`config.mk`:
```
export PLATFORM = sky130hd
export DESIGN_NAME = mem_stage_b
export DESIGN_NICKNAME = d
export VERILOG_FILES = /design/src/rtl/proc_b_pkg.sv /design/src/rtl/mem_timeout_ctr.sv /design/src/rtl/mem_stage_b.sv
export SDC_FILE = /design/constraint.sdc
export NUM_CORES = 1
export LEC_CHECK = 0
export ABC_AREA = 1
export BUFFER_PORTS_ARGS = -buffer_cell sky130_fd_sc_hd__buf_2
export CAP_MARGIN = 20
export CORE_ASPECT_RATIO = 2
export CORE_MARGIN = 3
export CORE_UTILIZATION = 35
export CTS_BUF_LIST = sky130_fd_sc_hd__clkbuf_2 sky130_fd_sc_hd__clkbuf_4 sky130_fd_sc_hd__clkbuf_8
export CTS_CLUSTER_DIAMETER = 30
export DETAILED_ROUTE_END_ITERATION = 6
export MAX_ROUTING_LAYER = met4
export PLACE_DENSITY = 0.69
export SLEW_MARGIN = 30
export SYNTH_ARGS = -nofsm -noshare
export SYNTH_HDL_FRONTEND = slang
export SYNTH_SLANG_ARGS = --single-unit
```
`constraint.sdc`:
```
create_clock -name clk -period 3.2 [get_ports clk]
set_input_delay 0.64 -clock clk [delete_from_list [all_inputs] [get_ports clk]]
set_output_delay 0.64 -clock clk [all_outputs]
set_load 0.01 [all_outputs]
```
`src/rtl/proc_b_pkg.sv`:
```
// Shared lane-B processor definitions.
// Holds the instruction-type codes handed from EX to MEM, the opcode
// constants shared with the ALU and decode, the destination-register
// field position, and the MEM-stage FSM state encoding.
package proc_b_pkg;

    // Instruction type carried alongside the ALU result.
    typedef enum logic [2:0] {
        RR_ALU = 3'b000,
        RI_ALU = 3'b001,
        LOAD   = 3'b010,
        STORE  = 3'b011,
        NOP    = 3'b111
    } itype_e;

    // Primary opcodes (in_ir[31:26]) shared with the ALU and decode.
    localparam logic [5:0] OP_RTYPE = 6'h00;
    localparam logic [5:0] OP_ADDI  = 6'h08;
    localparam logic [5:0] OP_LW    = 6'h23;
    localparam logic [5:0] OP_SW    = 6'h2b;

    // Destination register field.
    localparam int RD_MSB = 25;
    localparam int RD_LSB = 21;

    // MEM-stage FSM states.
    typedef enum logic {
        IDLE     = 1'b0,
        MEM_WAIT = 1'b1
    } mem_state_e;

endpackage

```
`src/rtl/mem_timeout_ctr.sv`:
```
// Data-memory request timeout counter.
// Counts enabled cycles since the last clear. expire is asserted
// combinationally during the enabled cycle that is the TIMEOUT-th one.
// Ports:
//   clk     in  rising-edge clock
//   clear   in  synchronous clear to zero (has priority over enable)
//   enable  in  count this cycle
//   expire  out this enabled cycle is the TIMEOUT-th since clear
module mem_timeout_ctr #(
    parameter int TIMEOUT = 16
) (
    input  logic clk,
    input  logic clear,
    input  logic enable,
    output logic expire
);
    localparam int CNT_W = $clog2(TIMEOUT + 1);
    localparam logic [CNT_W-1:0] LAST = CNT_W'(TIMEOUT - 1);

    logic [CNT_W-1:0] count;

    always_ff @(posedge clk) begin
        if (clear) begin
            count <= '0;
        end else if (enable) begin
            count <= count + CNT_W'(1);
        end
    end

    assign expire = enable && (count == LAST);

endmodule

```
`src/rtl/mem_stage_b.sv`:
```
// Lane-B MEM stage.
// ALU-type results retire to writeback one cycle after acceptance.
// LOAD/STORE issue a single data-memory request (address = ALU result)
// and hold off upstream until ack, timeout abort, or reset.
// Handshakes:
//   upstream: an op is accepted on a rising edge where in_valid & in_ready;
//     in_ready is high only in IDLE, upstream holds inputs otherwise.
//   memory:   dmem_req stays high with stable addr/we/wdata until an edge
//     where dmem_ack=1 (dmem_rdata valid then) or the timeout expires;
//     dmem_ack while dmem_req=0 is ignored.
// Ports:
//   clk, rst                      clock, synchronous active-high reset
//   in_valid/in_ready/in_type/in_ir/in_alu_out/in_store_d  EX result
//   dmem_req/we/addr/wdata/rdata/ack                       data memory
//   wb_valid/wb_we/wb_rd/wb_data                           writeback
//   mem_err                       1-cycle pulse: misaligned or timeout
module mem_stage_b
    import proc_b_pkg::*;
#(
    parameter int DATA_W  = 32,
    parameter int ADDR_W  = 32,
    parameter int TIMEOUT = 16
) (
    input  logic              clk,
    input  logic              rst,
    input  logic              in_valid,
    output logic              in_ready,
    input  logic [2:0]        in_type,
    input  logic [31:0]       in_ir,
    input  logic [DATA_W-1:0] in_alu_out,
    input  logic [DATA_W-1:0] in_store_d,
    output logic              dmem_req,
    output logic              dmem_we,
    output logic [ADDR_W-1:0] dmem_addr,
    output logic [DATA_W-1:0] dmem_wdata,
    input  logic [DATA_W-1:0] dmem_rdata,
    input  logic              dmem_ack,
    output logic              wb_valid,
    output logic              wb_we,
    output logic [4:0]        wb_rd,
    output logic [DATA_W-1:0] wb_data,
    output logic              mem_err
);
    mem_state_e state;
    logic       pend_load;
    logic [4:0] pend_rd;

    logic       accept;
    logic [4:0] in_rd;
    logic       aligned;
    logic       expire;
    logic       unused_ir;

    assign in_ready  = (state == IDLE);
    assign accept    = in_valid && in_ready;
    assign in_rd     = in_ir[RD_MSB:RD_LSB];
    assign aligned   = (in_alu_out[1:0] == 2'b00);
    assign unused_ir = ^{in_ir[31:RD_MSB+1], in_ir[RD_LSB-1:0]};

    // Counter runs only while waiting and not acked, so an ack on the
    // TIMEOUT-th cycle completes normally instead of aborting.
    mem_timeout_ctr #(.TIMEOUT(TIMEOUT)) u_timeout (
        .clk    (clk),
        .clear  (rst || (state != MEM_WAIT)),
        .enable ((state == MEM_WAIT) && !dmem_ack),
        .expire (expire)
    );

    always_ff @(posedge clk) begin
        if (rst) begin
            state      <= IDLE;
            pend_load  <= 1'b0;
            pend_rd    <= '0;
            dmem_req   <= 1'b0;
            dmem_we    <= 1'b0;
            dmem_addr  <= '0;
            dmem_wdata <= '0;
            wb_valid   <= 1'b0;
            wb_we      <= 1'b0;
            wb_rd      <= '0;
            wb_data    <= '0;
            mem_err    <= 1'b0;
        end else begin
            // Pulses default low; wb_rd/wb_data hold between retires.
            wb_valid <= 1'b0;
            wb_we    <= 1'b0;
            mem_err  <= 1'b0;
            case (state)
                IDLE: begin
                    if (accept) begin
                        case (in_type)
                            RR_ALU, RI_ALU: begin
                                wb_valid <= 1'b1;
                                wb_we    <= (in_rd != 5'd0);
                                wb_rd    <= in_rd;
                                wb_data  <= in_alu_out;
                            end
                            LOAD, STORE: begin
                                if (!aligned) begin
                                    wb_valid <= 1'b1;
                                    wb_rd    <= in_rd;
                                    wb_data  <= '0;
                                    mem_err  <= 1'b1;
                                end else begin
                                    state      <= MEM_WAIT;
                                    dmem_req   <= 1'b1;
                                    dmem_we    <= (in_type == STORE);
                                    dmem_addr  <= in_alu_out[ADDR_W-1:0];
                                    dmem_wdata <= in_store_d;
                                    pend_load  <= (in_type == LOAD);
                                    pend_rd    <= in_rd;
                                end
                            end
                            default: ; // NOP and unlisted codes are consumed silently
                        endcase
                    end
                end
                MEM_WAIT: begin
                    if (dmem_ack) begin
                        state    <= IDLE;
                        dmem_req <= 1'b0;
                        wb_valid <= 1'b1;
                        wb_we    <= pend_load && (pend_rd != 5'd0);
                        wb_rd    <= pend_rd;
                        wb_data  <= pend_load ? dmem_rdata : '0;
                    end else if (expire) begin
                        state    <= IDLE;
                        dmem_req <= 1'b0;
                        wb_valid <= 1'b1;
                        wb_rd    <= pend_rd;
                        wb_data  <= '0;
                        mem_err  <= 1'b1;
                    end
                end
                default: state <= IDLE;
            endcase
        end
    end

endmodule

```
==> run_summary.xml, run 1 <==
<?xml version="1.0" encoding="UTF-8"?>
<metrics>
  <group name="synth">
    <metric name="synth_top_area_share" unit="%">44.7</metric>
    <metric name="post_synth.cell_area_avg" unit="um2">7.08</metric>
    <metric name="yosys-top-cells-count" unit="">187 x sky130_fd_sc_hd__nor2_1, 118 x sky130_fd_sc_hd__dfxtp_1, 91 x sky130_fd_sc_hd__nand2_1, 69 x sky130_fd_sc_hd__o21ai_0, 56 x sky130_fd_sc_hd__nand3_1</metric>
    <metric name="synth_most_common_cell" unit="">sky130_fd_sc_hd__nor2_1</metric>
    <metric name="asyncSetResetFlopFracSynth" unit="%">0</metric>
    <metric name="post_synth_inst_count" unit="">747</metric>
    <metric name="ys_warnings" unit="">0</metric>
    <metric name="dominantRegCellSynth" unit="">sky130_fd_sc_hd__dfxtp_1</metric>
    <metric name="synth_sequential_area_ratio" unit="%">44.7</metric>
    <metric name="yosys_register_bits" unit="">118</metric>
    <metric name="synth_area_leaders" unit="">sky130_fd_sc_hd__dfxtp_1 45%, sky130_fd_sc_hd__nor2_1 13%, sky130_fd_sc_hd__o21ai_0 6.5%</metric>
    <metric name="synthDominantAreaCellType" unit="">sky130_fd_sc_hd__dfxtp_1</metric>
    <metric name="synth_nets" unit="">884</metric>
    <metric name="netlist-cell-type-count" unit="">23</metric>
    <metric name="synth_enable_flop_cells" unit="">0</metric>
    <metric name="netlist_area" unit="um2">5290</metric>
  </group>
  <group name="finish">
    <metric name="final_cell_count_no_fill" unit="">1141</metric>
    <metric name="final_cell_area" unit="um2">6870</metric>
    <metric name="post_route_cells_drive_above_1_share" unit="%">30.4</metric>
    <metric name="num-nets-final" unit="">1068</metric>
    <metric name="area_growth_syn_to_layout" unit="%">29.9</metric>
    <metric name="num-fill-cells" unit="">1590</metric>
    <metric name="multi_input_area" unit="um2">2410</metric>
    <metric name="register_area" unit="um2">2360</metric>
  </group>
  <group name="setup_path">
    <metric name="worstPathRequired" unit="ns">2.56</metric>
    <metric name="timing.critical_path.to" unit="">in_ready</metric>
    <metric name="path_max_fanout" unit="">36</metric>
    <metric name="crit_type" unit="">reg -&gt; out</metric>
    <metric name="regToRegSetupSlack" unit="ns">1.10</metric>
    <metric name="regToRegStartpoint" unit="">state$_SDFF_PP0_</metric>
    <metric name="worstSetupStartpointType" unit="">flip-flop</metric>
    <metric name="reg2regPathDepth" unit="">6</metric>
    <metric name="critical_path.startpoint" unit="">state$_SDFF_PP0_</metric>
    <metric name="reg2reg_to" unit="">dmem_addr[22]$_SDFFE_PP0P_</metric>
    <metric name="timing.critical_path.to_type" unit="">primary output</metric>
    <metric name="timing.critical_path.arrival" unit="ns">1.51</metric>
  </group>
  <group name="sta">
    <metric name="final.hold.worst_slack" unit="ns">0.445</metric>
    <metric name="setup_tns" unit="ns">0</metric>
    <metric name="drv_slew" unit="">0</metric>
    <metric name="setup_viol" unit="">0</metric>
    <metric name="worst-slew-pin-transition" unit="ns">0.808</metric>
    <metric name="period_share" unit="%">67.1</metric>
    <metric name="fin_worst_skew" unit="ns">0.0144</metric>
    <metric name="grt_setup_unrepaired" unit="">false</metric>
    <metric name="min_period" unit="ns">2.15</metric>
    <metric name="slew-limit-headroom" unit="%">46.1</metric>
    <metric name="max_freq" unit="MHz">466</metric>
    <metric name="finalHoldViolations" unit="">0</metric>
  </group>
  <group name="die">
    <metric name="core_region_area" unit="um2">14800</metric>
    <metric name="floorplan.rows" unit="">63</metric>
    <metric name="floorplan.die.width" unit="um">92.9</metric>
    <metric name="die_height" unit="um">180</metric>
    <metric name="io-pin-count" unit="">242</metric>
    <metric name="initial_core_util" unit="%">35.7</metric>
    <metric name="floorplan.die_area" unit="um2">16700</metric>
  </group>
  <group name="status">
    <metric name="outcome" unit="">finished clean</metric>
  </group>
  <group name="hold_path">
    <metric name="hold_path_depth" unit="">2</metric>
    <metric name="min-delay-path-class" unit="">reg -&gt; reg</metric>
  </group>
  <group name="drt">
    <metric name="postRouteWirelength" unit="mm">18.0</metric>
    <metric name="via_total_after_detailed_routing" unit="">5509</metric>
    <metric name="avgRoutedWirePerCell" unit="um">15.7</metric>
    <metric name="drt-pass1-iter-count" unit="">4</metric>
    <metric name="first_iter_violations" unit="">198</metric>
    <metric name="drt.antenna.violating_nets" unit="">0</metric>
    <metric name="detail_route.drc_violations" unit="">0</metric>
    <metric name="vias_per_cell" unit="">4.83</metric>
  </group>
  <group name="power_and_ir_drop">
    <metric name="power-per-cell-area" unit="nW/um2">508</metric>
    <metric name="leakagePower" unit="nW">3.49</metric>
    <metric name="finalPower" unit="mW">3.49</metric>
    <metric name="max-vdd-ir-drop" unit="mV">0.249</metric>
  </group>
  <group name="clock_tree">
    <metric name="cts_hold_repair.buffers" unit="">0</metric>
    <metric name="clk_latency" unit="ns">0.44</metric>
    <metric name="clock_sinks" unit="">118</metric>
    <metric name="clockBufferDepth" unit="">2</metric>
    <metric name="tritoncts.num_buffers" unit="">17</metric>
    <metric name="postCtsSetupBuffers" unit="">0</metric>
    <metric name="ctsHtreeMaxLevel" unit="">4</metric>
    <metric name="cts.repair.resized" unit="">0</metric>
    <metric name="tritoncts" unit="">done</metric>
    <metric name="worst_setup_hold_path_clk_slew" unit="ns">0.08</metric>
    <metric name="clockRootBuffer" unit="">sky130_fd_sc_hd__clkbuf_8</metric>
  </group>
  <group name="placed_design">
    <metric name="placement.cell_area" unit="um2">6430</metric>
    <metric name="placed_cells" unit="">1107</metric>
    <metric name="placed_wire_length_estimate_after_detailed_placement" unit="mm">12.9</metric>
    <metric name="portBuffers" unit="">214</metric>
    <metric name="place_congestion" unit="">0.810</metric>
  </group>
  <group name="grt">
    <metric name="grtUsageTotal" unit="%">22.3</metric>
    <metric name="maximum_number_of_pins_on_one_net_before_global_route_repair" unit="">76</metric>
    <metric name="grt_overflow" unit="">0</metric>
    <metric name="antenna_found_initial" unit="">2</metric>
    <metric name="grt_pass1_wl" unit="mm">27.9</metric>
    <metric name="via_count_of_the_first_global_routing_pass" unit="">5291</metric>
  </group>
  <group name="flow_run">
    <metric name="max_capacitance_violation_total" unit="">0</metric>
  </group>
</metrics>
==> critical path, stage by stage, from the launching register on <==
cell	delay (ns)
sky130_fd_sc_hd__dfxtp_2	0.58
sky130_fd_sc_hd__inv_4	0.26
sky130_fd_sc_hd__buf_2	0.22
==> per-stage QoR <==
step	utilization, %	setup slack [ns]
floorplan	-	1.61
global placement	43.4	1.13
detailed placement	43.4	1.10
CTS	46.3	1.01
global route	46.4	0.946
finish	46.4	1.05
==> sequential cells by signal (all words and copies together) (netlist names) <==
| register | cells |
|---|---|
| dmem_addr | 32 |
| dmem_req | 1 |
| dmem_wdata | 32 |
| dmem_we | 1 |
| mem_err | 1 |
| pend_load | 1 |
| pend_rd | 5 |
| state | 1 |
| u_timeout.count | 5 |
| wb_data | 32 |
| wb_rd | 5 |
| wb_valid | 1 |
| wb_we | 1 |
==> area by class of cell <==
| cell class | count | share of cell area, % |
|---|---|---|
| multi-input combinational | 516 | 35.1 |
| clock inverter | 15 | 2.97 |
| clock buffer | 17 | 3.41 |
| inverter | 52 | 2.88 |
| timing repair buffer | 226 | 17.6 |
| antenna | 2 | 0.0728 |
| sequential | 118 | 34.4 |
| tap | 195 | 3.55 |
==> cell usage in the layout, fill, tap and decap left out, types with 6 or more instances in the layout <==
master / n
sky130_fd_sc_hd__nand2_1: 91
sky130_fd_sc_hd__o21ai_1: 6
sky130_fd_sc_hd__buf_4: 8
sky130_fd_sc_hd__o21ai_0: 69
sky130_fd_sc_hd__a21oi_1: 43
sky130_fd_sc_hd__clkbuf_8: 17
sky130_fd_sc_hd__nand4_1: 33
sky130_fd_sc_hd__nand3_1: 56
sky130_fd_sc_hd__nor2_1: 187
sky130_fd_sc_hd__nand3_2: 18
sky130_fd_sc_hd__dfxtp_1: 117
sky130_fd_sc_hd__inv_1: 48
sky130_fd_sc_hd__buf_2: 214
==> routing by layer <==
| layer | wire length, um | vias up | GRT usage (%) |
|---|---|---|---|
| met4 | 1020 | 0 | 13.4 |
| met5 | 0 | - | - |
| met2 | 9640 | 191 | 39.3 |
| met3 | 987 | 46 | 4.56 |
| met1 | 6320 | 2483 | 21.8 |
| li1 | - | 2789 | - |
==> power by group <==
group          internal [mW]  total [mW]  switching (mW)
Combinational          0.169       0.424           0.255
Clock                  0.853        1.52           0.663
Sequential              1.52        1.55          0.0271
==> worst min-delay path by stage <==
stage	end	from	slack, ns
final	dmem_addr[0]$_SDFFE_PP0P_	dmem_addr[0]$_SDFFE_PP0P_	0.45
after floorplan	u_timeout.count[0]$_SDFFE_PP0P_	u_timeout.count[0]$_SDFFE_PP0P_	0.45
after global placement	dmem_addr[0]$_SDFFE_PP0P_	dmem_addr[0]$_SDFFE_PP0P_	0.43
after CTS	dmem_wdata[13]$_SDFFE_PP0P_	in_store_d[13]	0.41
after global routing	dmem_wdata[17]$_SDFFE_PP0P_	in_store_d[17]	0.43
after detailed placement	dmem_addr[0]$_SDFFE_PP0P_	dmem_addr[0]$_SDFFE_PP0P_	0.43
==> cells by family (layout without fill, tap and decap cells) <==
kind of cell	after synthesis	in the layout	synth area share [%]
buffers and inverters	113	310	9.91
AND/OR/NAND/NOR	393	393	33.3
adder cells (fa/ha/maj)	2	2	0.473
flip-flops	118	118	44.7
AO/OA/AOI/OAI	120	120	11.5
other	0	2	0
XOR/XNOR	1	1	0.166
No activity file was read; power rests on OpenSTA's default activity.
==> run 2: changes to the inputs <==
--- a/config.mk
+++ b/config.mk
@@ -5,7 +5,7 @@
 export SDC_FILE = /design/constraint.sdc
 export NUM_CORES = 1
 export LEC_CHECK = 0
-export ABC_AREA = 1
+export ABC_AREA = 0
 export BUFFER_PORTS_ARGS = -buffer_cell sky130_fd_sc_hd__buf_2
 export CAP_MARGIN = 20
 export CORE_ASPECT_RATIO = 2
@@ -15,7 +15,7 @@
 export CTS_CLUSTER_DIAMETER = 30
 export DETAILED_ROUTE_END_ITERATION = 6
 export MAX_ROUTING_LAYER = met4
-export PLACE_DENSITY = 0.69
+export PLACE_DENSITY = 0.72
 export SLEW_MARGIN = 30
 export SYNTH_ARGS = -nofsm -noshare
 export SYNTH_HDL_FRONTEND = slang
==> constraint.sdc (replaced) <==
create_clock -name clk -period 1.8 [get_ports clk]
set_input_delay 0.36 -clock clk [delete_from_list [all_inputs] [get_ports clk]]
set_output_delay 0.36 -clock clk [all_outputs]
set_load 0.01 [all_outputs]
==> run 2 against run 1 <==
- wire length increased by 1.5%
- sequential power increased by 77%
- via count decreased by 3.9%
- synthesized cell count decreased by 26%
- cell count decreased by 16%
- non-clock buffer count increased by 25
- count of clock-buffer cells in the layout increased by 7
- global-route usage decreased by 0.77 points
==> run_summary.xml, run 2 <==
<?xml version="1.0" encoding="UTF-8"?>
<metrics>
  <group name="synth">
    <metric name="asyncSetResetFlopFracSynth" unit="%">0</metric>
    <metric name="synth_most_common_cell" unit="">sky130_fd_sc_hd__dfxtp_1</metric>
    <metric name="post_synth.cell_area_avg" unit="um2">9.18</metric>
    <metric name="synth_area_leaders" unit="">sky130_fd_sc_hd__dfxtp_1 46%, sky130_fd_sc_hd__a211oi_2 7.4%, sky130_fd_sc_hd__a21oi_1 7.3%</metric>
    <metric name="post_synth_inst_count" unit="">554</metric>
    <metric name="dominantRegCellSynth" unit="">sky130_fd_sc_hd__dfxtp_1</metric>
    <metric name="yosys-top-cells-count" unit="">118 x sky130_fd_sc_hd__dfxtp_1, 74 x sky130_fd_sc_hd__a21oi_1, 68 x sky130_fd_sc_hd__nand3_1, 66 x sky130_fd_sc_hd__o21ai_0, 45 x sky130_fd_sc_hd__clkbuf_1</metric>
    <metric name="synthDominantAreaCellType" unit="">sky130_fd_sc_hd__dfxtp_1</metric>
    <metric name="yosys_register_bits" unit="">118</metric>
    <metric name="synth_nets" unit="">691</metric>
    <metric name="synth_sequential_area_ratio" unit="%">46.5</metric>
    <metric name="synth_enable_flop_cells" unit="">0</metric>
    <metric name="netlist_area" unit="um2">5080</metric>
    <metric name="netlist-cell-type-count" unit="">34</metric>
    <metric name="synth_top_area_share" unit="%">46.5</metric>
    <metric name="ys_warnings" unit="">0</metric>
  </group>
  <group name="grt">
    <metric name="grt_pass1_wl" unit="mm">26.8</metric>
    <metric name="maximum_number_of_pins_on_one_net_before_global_route_repair" unit="">62</metric>
    <metric name="via_count_of_the_first_global_routing_pass" unit="">5088</metric>
    <metric name="grtUsageTotal" unit="%">21.5</metric>
    <metric name="grt_overflow" unit="">0</metric>
    <metric name="antenna_found_initial" unit="">1</metric>
  </group>
  <group name="flow_run">
    <metric name="max_capacitance_violation_total" unit="">0</metric>
  </group>
  <group name="clock_tree">
    <metric name="tritoncts.num_buffers" unit="">17</metric>
    <metric name="clockBufferDepth" unit="">2</metric>
    <metric name="clk_latency" unit="ns">0.41</metric>
    <metric name="clockRootBuffer" unit="">sky130_fd_sc_hd__clkbuf_8</metric>
    <metric name="ctsHtreeMaxLevel" unit="">4</metric>
    <metric name="worst_setup_hold_path_clk_slew" unit="ns">0.07</metric>
    <metric name="clock_sinks" unit="">118</metric>
    <metric name="tritoncts" unit="">done</metric>
  </group>
  <group name="setup_path">
    <metric name="timing.critical_path.arrival" unit="ns">2.05</metric>
    <metric name="timing.critical_path.to_type" unit="">flip-flop</metric>
    <metric name="cp_num_buf_inv" unit="">1</metric>
    <metric name="crit_type" unit="">reg -&gt; reg</metric>
    <metric name="worstPathRequired" unit="ns">2.10</metric>
    <metric name="crit_slowest_cell" unit="">sky130_fd_sc_hd__dfxtp_2</metric>
    <metric name="worstSetupStartpointType" unit="">flip-flop</metric>
    <metric name="max_stage_delay_on_crit_path" unit="ns">0.34</metric>
    <metric name="regToRegStartpoint" unit="">u_timeout.count[0]$_SDFFE_PP0P_</metric>
    <metric name="critical_path.top_delay_family" unit="">compound AO/OA/AOI/OAI gates</metric>
    <metric name="critical_path.startpoint" unit="">u_timeout.count[0]$_SDFFE_PP0P_</metric>
    <metric name="path_max_fanout" unit="">15</metric>
    <metric name="crit_path_cell_trace" unit="">ha_1 -&gt; and3_1 -&gt; ha_2 -&gt; o21a_4 -&gt; buf_12 -&gt; a211oi_4 -&gt; a211oi_2</metric>
  </group>
  <group name="power_and_ir_drop">
    <metric name="max-vdd-ir-drop" unit="mV">0.556</metric>
    <metric name="leakagePower" unit="nW">2.92</metric>
    <metric name="power-per-cell-area" unit="nW/um2">898</metric>
  </group>
  <group name="finish">
    <metric name="mostFrequentLayoutCell" unit="">sky130_fd_sc_hd__buf_2</metric>
    <metric name="post_route_cells_drive_above_1_share" unit="%">46.7</metric>
    <metric name="layout.cells.most_common_list" unit="">213 x sky130_fd_sc_hd__buf_2, 117 x sky130_fd_sc_hd__dfxtp_1, 74 x sky130_fd_sc_hd__a21oi_1</metric>
    <metric name="layout.core_utilization" unit="%">51.8</metric>
    <metric name="num-fill-cells" unit="">1375</metric>
    <metric name="num-nets-final" unit="">888</metric>
    <metric name="multi_input_area" unit="um2">2630</metric>
    <metric name="register_area" unit="um2">2360</metric>
    <metric name="area_growth_syn_to_layout" unit="%">43.2</metric>
    <metric name="biggestRegsByFlops" unit="">dmem_addr: 32 flops, dmem_wdata: 32 flops, wb_data: 32 flops</metric>
    <metric name="final_cell_count_no_fill" unit="">954</metric>
  </group>
  <group name="hold_path">
    <metric name="worst_hold_startpoint" unit="">in_store_d[26]</metric>
    <metric name="min-delay-path-class" unit="">in -&gt; reg</metric>
  </group>
  <group name="die">
    <metric name="io-pin-count" unit="">242</metric>
    <metric name="floorplan.rows" unit="">61</metric>
    <metric name="floorplan.die_area" unit="um2">16100</metric>
    <metric name="floorplan.die.width" unit="um">91.2</metric>
    <metric name="initial_core_util" unit="%">36.2</metric>
    <metric name="core_region_area" unit="um2">14000</metric>
    <metric name="die_height" unit="um">176</metric>
  </group>
  <group name="sta">
    <metric name="period_share" unit="%">97.1</metric>
    <metric name="grt_setup_unrepaired" unit="">true</metric>
    <metric name="max_freq" unit="MHz">572</metric>
    <metric name="drv_slew" unit="">0</metric>
    <metric name="fin_worst_skew" unit="ns">0.00989</metric>
    <metric name="slew-limit-headroom" unit="%">74.8</metric>
    <metric name="min_period" unit="ns">1.75</metric>
    <metric name="finalHoldViolations" unit="">0</metric>
    <metric name="final.setup.worst_slack" unit="ns">0.0518</metric>
    <metric name="worst-slew-pin-transition" unit="ns">0.378</metric>
    <metric name="setup_viol" unit="">0</metric>
  </group>
  <group name="drt">
    <metric name="postRouteWirelength" unit="mm">18.2</metric>
    <metric name="detail_route.drc_violations" unit="">0</metric>
    <metric name="via_total_after_detailed_routing" unit="">5293</metric>
    <metric name="vias_per_cell" unit="">5.55</metric>
    <metric name="avgRoutedWirePerCell" unit="um">19.1</metric>
    <metric name="drt.antenna.violating_nets" unit="">0</metric>
    <metric name="first_iter_violations" unit="">282</metric>
    <metric name="drt-pass1-iter-count" unit="">4</metric>
  </group>
  <group name="placed_design">
    <metric name="placed_cells" unit="">915</metric>
    <metric name="place_ws" unit="ns">0.00900</metric>
    <metric name="placed_wire_length_estimate_after_detailed_placement" unit="mm">12.1</metric>
    <metric name="place_congestion" unit="">0.795</metric>
    <metric name="portBuffers" unit="">214</metric>
  </group>
  <group name="status">
    <metric name="outcome" unit="">finished clean</metric>
  </group>
</metrics>
[run 2: final timing paths]
kind | end | slack (ns) | cells after the start
setup / recovery | wb_data[13]$_SDFFE_PP0P_ | 0.05 | 7
hold / removal | dmem_wdata[26]$_SDFFE_PP0P_ | 0.19 | 3
setup reg to reg | wb_data[13]$_SDFFE_PP0P_ | 0.05 | 7
hold reg to reg | dmem_addr[24]$_SDFFE_PP0P_ | 0.47 | 2
[run 2: layer usage]
layer  share of wire [%]  global-route usage [%]
met5                   0                       -
met4                 3.5                    10.1
met3                 4.8                    4.90
met2                  54                    37.0
met1                  38                    23.2
[run 2: final cells by class]
cell class / instances / area share (%)
Inverter: 2 / 0.103
Clock inverter: 7 / 2.25
Sequential cell: 118 / 32.5
Clock buffer: 24 / 4.37
Antenna cell: 2 / 0.0688
Timing Repair Buffer: 251 / 21.3
Tap cell: 189 / 3.25
Multi-Input combinational cell: 361 / 36.2
[run 2: timing repair]
item,CTS,global route
resized for setup,4,50
buffers inserted,1,1
setup endpoints to repair,5,38
pin swaps,0,9
gates cloned,0,4
hold buffers,0,0
[run 2: worst reg2reg max path: stages (launching register included)]
cell and delay [ns]:
sky130_fd_sc_hd__dfxtp_2 0.34, sky130_fd_sc_hd__ha_1 0.19, sky130_fd_sc_hd__and3_1 0.18, sky130_fd_sc_hd__ha_2 0.20
sky130_fd_sc_hd__o21a_4 0.24, sky130_fd_sc_hd__buf_12 0.18, sky130_fd_sc_hd__a211oi_4 0.25, sky130_fd_sc_hd__a211oi_2 0.07
[run 2: report_power, final]
| part | total [mW] | leakage [nW] | internal (mW) | switching, mW |
|---|---|---|---|---|
| sequential | 2.75 | 0.959 | 2.70 | 0.0564 |
| combinational | 0.870 | 1.71 | 0.388 | 0.482 |
| clock | 2.92 | 0.247 | 1.87 | 1.05 |
[run 2: per-stage QoR]
stage	hold WS (ns)	TNS (ns)	cell area [um2]	power, mW
floorplan	0.454	0	5090	3.20
global placement	0.451	0	6410	3.55
detailed placement	0.463	0	6410	3.56
CTS	0.156	0	6920	6.49
global route	0.163	-0.0275	7280	6.78
finish	0.193	0	7280	6.54
[run 2: logic make-up after synthesis]
group | synth area share, %
compound gates | 34.1
flops | 46.5
simple gates | 9.94
mux | 1.18
fa+ha+maj | 0.492
buf+inv | 7.26
xor+xnor | 0.517
